<file path="src/rtl/fpu_cvt_sched.sv">
// Two-port scheduler in front of a shared combinational int-to-bf16 converter.
// One request in flight: IDLE grants a port, CONV samples the converter, RESP holds the result.
module fpu_cvt_sched #(
    parameter int RR_EN = 1,
    parameter int CNT_W = 16
) (
    input  logic             clk_i,
    input  logic             rst_i,
    input  logic [1:0]       req_valid_i,
    output logic [1:0]       req_ready_o,
    input  logic [63:0]      req_int_i,
    input  logic [3:0]       req_mode_i,
    output logic [1:0]       rsp_valid_o,
    input  logic [1:0]       rsp_ready_i,
    output logic [15:0]      rsp_fp_o,
    output logic [31:0]      cvt_int_o,
    output logic [1:0]       cvt_mode_o,
    input  logic [15:0]      cvt_fp_i,
    output logic             busy_o,
    output logic [CNT_W-1:0] done_cnt_o
);

    localparam logic [1:0] S_IDLE = 2'd0;
    localparam logic [1:0] S_CONV = 2'd1;
    localparam logic [1:0] S_RESP = 2'd2;

    logic [1:0]       state_q, state_d;
    logic [31:0]      op_q, op_d;
    logic [1:0]       mode_q, mode_d;
    logic             id_q, id_d;
    logic [15:0]      res_q, res_d;
    logic             last_q, last_d;
    logic [CNT_W-1:0] cnt_q, cnt_d;

    logic [31:0] port_int  [2];
    logic [1:0]  port_mode [2];
    logic        grant_id;
    logic        accept;
    logic        rsp_hs;

    for (genvar gi = 0; gi < 2; gi++) begin : g_port
        assign port_int[gi]  = req_int_i[gi*32 +: 32];
        assign port_mode[gi] = req_mode_i[gi*2 +: 2];
    end

    // Contention goes to the port not granted last (round-robin) or to port 0 (fixed).
    always_comb begin
        grant_id = 1'b0;
        if (req_valid_i == 2'b11) begin
            grant_id = (RR_EN != 0) ? ~last_q : 1'b0;
        end else begin
            grant_id = req_valid_i[1];
        end
    end

    assign accept = (state_q == S_IDLE) && (|req_valid_i) && !rst_i;
    assign rsp_hs = (state_q == S_RESP) && rsp_ready_i[id_q];

    always_comb begin
        state_d = state_q;
        op_d    = op_q;
        mode_d  = mode_q;
        id_d    = id_q;
        res_d   = res_q;
        last_d  = last_q;
        cnt_d   = cnt_q;
        case (state_q)
            S_IDLE: begin
                if (accept) begin
                    op_d    = port_int[grant_id];
                    mode_d  = port_mode[grant_id];
                    id_d    = grant_id;
                    last_d  = grant_id;
                    state_d = S_CONV;
                end
            end
            S_CONV: begin
                res_d   = cvt_fp_i;
                state_d = S_RESP;
            end
            S_RESP: begin
                if (rsp_hs) begin
                    state_d = S_IDLE;
                    if (cnt_q != {CNT_W{1'b1}}) begin
                        cnt_d = cnt_q + {{(CNT_W-1){1'b0}}, 1'b1};
                    end
                end
            end
            default: state_d = S_IDLE;
        endcase
    end

    // Pointer resets to 1 so port 0 wins the first contention.
    always_ff @(posedge clk_i) begin
        if (rst_i) begin
            state_q <= S_IDLE;
            op_q    <= '0;
            mode_q  <= '0;
            id_q    <= 1'b0;
            res_q   <= '0;
            last_q  <= 1'b1;
            cnt_q   <= '0;
        end else begin
            state_q <= state_d;
            op_q    <= op_d;
            mode_q  <= mode_d;
            id_q    <= id_d;
            res_q   <= res_d;
            last_q  <= last_d;
            cnt_q   <= cnt_d;
        end
    end

    assign req_ready_o = accept ? (grant_id ? 2'b10 : 2'b01) : 2'b00;
    assign rsp_valid_o = (state_q == S_RESP) ? (id_q ? 2'b10 : 2'b01) : 2'b00;
    assign rsp_fp_o    = (state_q == S_RESP) ? res_q : 16'h0000;
    assign cvt_int_o   = (state_q == S_CONV) ? op_q : 32'h0;
    assign cvt_mode_o  = (state_q == S_CONV) ? mode_q : 2'b00;
    assign busy_o      = (state_q != S_IDLE);
    assign done_cnt_o  = cnt_q;

endmodule

</file>
<file path="config.mk">
export PLATFORM = sky130hd
export DESIGN_NAME = fpu_cvt_sched
export DESIGN_NICKNAME = d
export VERILOG_FILES = /design/src/rtl/fpu_cvt_sched.sv
export SDC_FILE = /design/constraint.sdc
export NUM_CORES = 1
export LEC_CHECK = 0
export BUFFER_PORTS_ARGS = -buffer_cell sky130_fd_sc_hd__buf_2
export CORE_MARGIN = 2
export CORE_UTILIZATION = 45
export CTS_CLUSTER_SIZE = 25
export DETAILED_ROUTE_END_ITERATION = 8
export PLACE_DENSITY = 0.85
export RECOVER_POWER = 50
export SETUP_SLACK_MARGIN = 0.4
export SYNTH_ARGS = -nofsm -noshare
export SYNTH_HDL_FRONTEND = slang
export SYNTH_SLANG_ARGS = --single-unit
</file>
<file path="constraint.sdc">
create_clock -name clk_i -period 4.7 [get_ports clk_i]
set_clock_uncertainty 0.15 [all_clocks]
set_input_delay 0.235 -clock clk_i [delete_from_list [all_inputs] [get_ports clk_i]]
set_output_delay 0.235 -clock clk_i [all_outputs]
set_load 0.02 [all_outputs]
</file>
[Word level (Yosys, flattened, before mapping)]
Cells that the tools add are included.
Word-level totals
  input bits: 90
  memory bits (read-only): 0
  logic and storage cells: 47
  memories: 0
  bits in registers: 70
  output and inout bits: 71
  RAM bits: 0
  latch bits: 0
Operators by class
  shift-type cells: 0
  add/subtract/negate cells: 1
  eq/ne operators: 6
  reductions and logical operators: 10
  div/mod/pow operators: 0
  bitwise operators: 2
  order comparisons: 2
  multipliers: 0
  multiplexer cells: 19
Operators with widths (number)
  two-way mux 32 bit: 4
  two-way mux 2 bit: 10
  adder 16 x 1 -> 16 bit, second input constant: 1
  two-way mux 16 bit: 1
  != test 16 bit, second input constant: 1
  case mux 2 bit (3 select lines): 1
  == test 2 bit, second input constant: 2
  != test 2 bit, second input constant: 2
  AND reduction 2 bit: 2
  logical AND 1 bit: 3
  two-way mux 1 bit: 3
  AND reduction 3 bit: 1
  == test 2 x 1 -> 1 bit, second input constant: 1
  greater-or-equal comparator 2 bit, second input constant: 1
  zero test 2 bit: 1
  < comparator 1 x 2 -> 1 bit, second input constant: 1
  inverter 1 -> 2 bit: 1
  nonzero test 2 bit: 1
  OR reduction 2 bit: 1
  zero test 1 bit: 1
  inverter 1 bit: 1

[Depth between registers and ports, before layout]
  depth in word-level cells: 6
  gate-level depth with buffers: 5
  mapped depth without buffers: 5

[Worst setup path after synthesis]
OpenSTA, ideal clock, no wires.
  kind: reg2reg
  start: register cnt_q[0] (netlist: done_cnt_o[0])
  end: register cnt_q[5] (netlist: done_cnt_o[5])
  cell stages (with the launch flop): 6
  slack: 2759 ps
  path buffers: 0
  arrival time: 1668 ps
  data required time: 4427 ps
  library setup time: 123 ps
  period minus slack after synthesis: 1941 ps
  path through: dfxtp_1 > ha_1 > nand4_1 > nor4b_4 > nor4_1 > mux2_1
On the way
  longest elaborated chain between the ends: 2
  elaborated cells between the ends (all ways): 3
  classes of those cells: add/sub (1); eq/ne (1); reduce/logical (1)
RTL lines
  from (decl): line 33  | logic [CNT_W-1:0] cnt_q, cnt_d;
  from (signal assigned): line 110  | cnt_q <= cnt_d;
  parallel branches: the longest is 2 deep, another holds adder 16 x 1 -> 16 bit
Several ways; the timed one is not identified.
A chain may end at the register's enable or synchronous reset.

[Final worst setup path]
  start: register state_q[1]
  end: register op_q[1]
On the way
  longest elaborated chain between the ends: 4
RTL lines
  from (decl): line 27  | logic [1:0] state_q, state_d;
  from (signal assigned): line 104  | state_q <= state_d;
  zero test 2 bit (*): line 56, 67
  logical AND 1 bit (2 in a row): line 56  | assign accept = (state_q == S_IDLE) && (|req_valid_i) && !rst_i;
  AND reduction 2 bit (no line) (*)
  to (signal assigned): line 105  | op_q <= op_d;
  to (decl): line 28  | logic [31:0] op_q, op_d;
Mark *: on every way between the ends. The rest lies on a longest branch, timed or not.

==> impl_metrics.toml <==
[clocking]
postCtsSetupBuffers = 0
clock_sinks = 70
clock_latency_ps = 330
cts_tree = "yes"
ctsResizeCount = 0
cts.htree.levels = 3
clk_root_buffer_cell = "clkbuf_8"
cts_buffer_depth = 2
cts_hold_buf = 14
numCtsBuffers = 9
path_clk_slew_ps = 70

[sta]
hold_ws_ps = 13.0
setup_ws_ps = 1850
rsz0062_at_grt = "false"
finalCritPeriodShare_pct = 60.6
setup_violations = 0
setup-tns-final_ps = 0
fin_crit_ps = 2850
relSlewSlack_pct = 12.0
hold_violations = 0
timing.fmax_ghz = 0.351
slew_viol_final = 0
tightestPinTransition_ps = 1310

[setup_path]
end_kind = "flop"
r2r-start = "state_q[1]$_SDFFE_PP0P_"
crit_type = "reg2reg"
critical_path_buf_inv_count = 1
crit_slowest_cell = "nor2_1"
critPathArrivalTime_ps = 2940
start_kind = "flop"
crit_top_cell = "nor2_1"
critPathMaxStageDelay_ps = 1000
path_cells = "or2_2, nor2_1, buf_4, nor2_1, a211oi_1"
cp.required_ps = 4790
crit_family = "simple AND/OR/NAND/NOR gates"
setup.worst_path.start = "state_q[1]$_SDFFE_PP0P_"
cp_max_fo = 47

[power]
finalPower_mw = 1.44
p_per_area_nw_per_um2 = 315
leakage_nw = 2.08
ir_worst_vdd_mv = 0.241

[logic_synthesis]
synthesis.instances = 397
synth-compound-area-share_pct = 14.7
yosys.area.top_type = "dfxtp_1"
synth_top_area_share_pct = 41.0
yosys_warnings = 0
synth-seq-cells = 70
synth_top_family_by_area = "simple AND/OR/NAND/NOR gates"
dominantRegCellSynth = "dfxtp_1"
synth_edf_count = 0
ys_types = 42
yosysSeqAreaShare_pct = 41.0
muxShareOfSynthArea_pct = 11.7
synth.net_count = 488
synth-adder-area-share_pct = 0.366
synthTopCellsByArea = "dfxtp_1 (41%), mux2i_1 (9.9%), and2_1 (9.5%), a211oi_1 (7.7%), nor2_1 (4.6%)"
synth-simple-area-share_pct = 28.7
synth-xor-area-share_pct = 0
syn-cell-area_um2 = 3420
synthArstFlopShare_pct = 0
avgSynthCellArea_um2 = 8.62

[finish]
final_common_cell = "buf_2"
utilization_pct = 62.6
final_area_um2 = 4570
antenna_cells = 0
nNetsFinal = 649
n_fill_cell = 655
final_cell_mix = "buf_2 (135), dfxtp_1 (70), and2_1 (48)"
drive_above_1_share_pct = 29.1
fin_cells = 662
areaGrowthSynthToFinish_pct = 33.5

[routing]
ant_nets = 0
wl_per_cell_um = 14.0
routed_wl_um = 9250
drcViolationCount = 0
avgViaCountPerCell = 5.28
routed-via-count = 3496
drt-initial-drc-count = 138
firstDrtPassIters = 4

[die]
initial_core_util_pct = 46.9
core_um2 = 7290
die-area_um2 = 8310
num_rows = 31
die_y_um = 91.2
die_width_um = 91.2
ios = 161

[worst_hold_path]
hp-start = "cvt_fp_i[15]"
hold_path_class = "in2reg"

[run]
maxCapViolCount = 0

[global_route]
gr-total-overflow = 0
grt.total_usage_pct = 22.2
antenna_found_initial = 0
grt_first_pass_wirelength_um = 15200
grt_max_degree = 52
grt_pass1_vias = 3440

[place]
place_area_um2 = 4280
place_congestion = 0.908
dpl.hpwl_um = 6380
pre_cts_ws_ps = 2520
placed_cells = 632
numPortBuffers = 160

[outcome]
status = "completed"
## sequential cells by signal, summed over array words and instances (netlist names)
signal,flops
res_q,16
done_cnt_o,16
op_q,32
mode_q,2
state_q,2
id_q,1
last_q,1
## layer usage
metal | routed length (µm) | global-route usage, % | up-vias
met5 | 0 | 0 | -
met4 | 221 | 9.09 | 0
met3 | 609 | 5.06 | 21
met2 | 4670 | 40.1 | 149
met1 | 3760 | 25.0 | 1613
li1 | - | - | 1713
## final timing paths
check	end	cells after the start	slack, ps
min	res_q[15]$_SDFFE_PP0N_	3	10
max	op_q[1]$_SDFFE_PP0P_	5	1850
max reg2reg	op_q[1]$_SDFFE_PP0P_	5	1850
min reg2reg	res_q[1]$_SDFFE_PP0N_	2	300
## area by class of cell
class | instances | area (µm²) | area share, %
Multi-Input combinational cell | 298 | 1890 | 41.5
Tap cell | 99 | 124 | 2.71
Sequential cell | 70 | 1400 | 30.7
Clock inverter | 5 | 57.6 | 1.26
Timing Repair Buffer | 178 | 936 | 20.5
Inverter | 1 | 3.75 | 0.0822
Clock buffer | 11 | 151 | 3.31
## worst register-to-register path, delay by kind of cell (launching register included)
family / cells / cell delay, ps
AO/OA/AOI/OAI: 1 / 260
flip-flops: 1 / 360
AND/OR/NAND/NOR: 3 / 1430
buffers and inverters: 1 / 560
## cell usage after synthesis (2+ instances only)
cell type / count
dfxtp_1: 70
and2_1: 52
nor2_1: 42
nand2_1: 38
a211oi_1: 35
mux2i_1: 34
a21oi_1: 28
clkbuf_1: 19
buf_2: 8
nor2b_1: 7
nand3_1: 6
and3_1: 5
o31ai_1: 5
or4_1: 5
o21ai_0: 4
a31oi_1: 3
nand4_1: 3
nor4_1: 3
or3_1: 3
mux2_1: 2
mux2_2: 2
nor3_1: 2
or2_2: 2
## power by group
group          switching, mW  internal (mW)
logic                  0.156          0.116
registers             0.0262          0.643
clock network          0.225          0.273
total                  0.407           1.03
## cell families (layout without fill, tap and decap cells)
group,after synthesis,count (layout)
simple gates,180,180
compound gates,78,78
flops,70,70
mux,39,39
buf+inv,29,195
fa+ha+maj,1,1
Note: power is estimated with default switching activity, not from simulation.
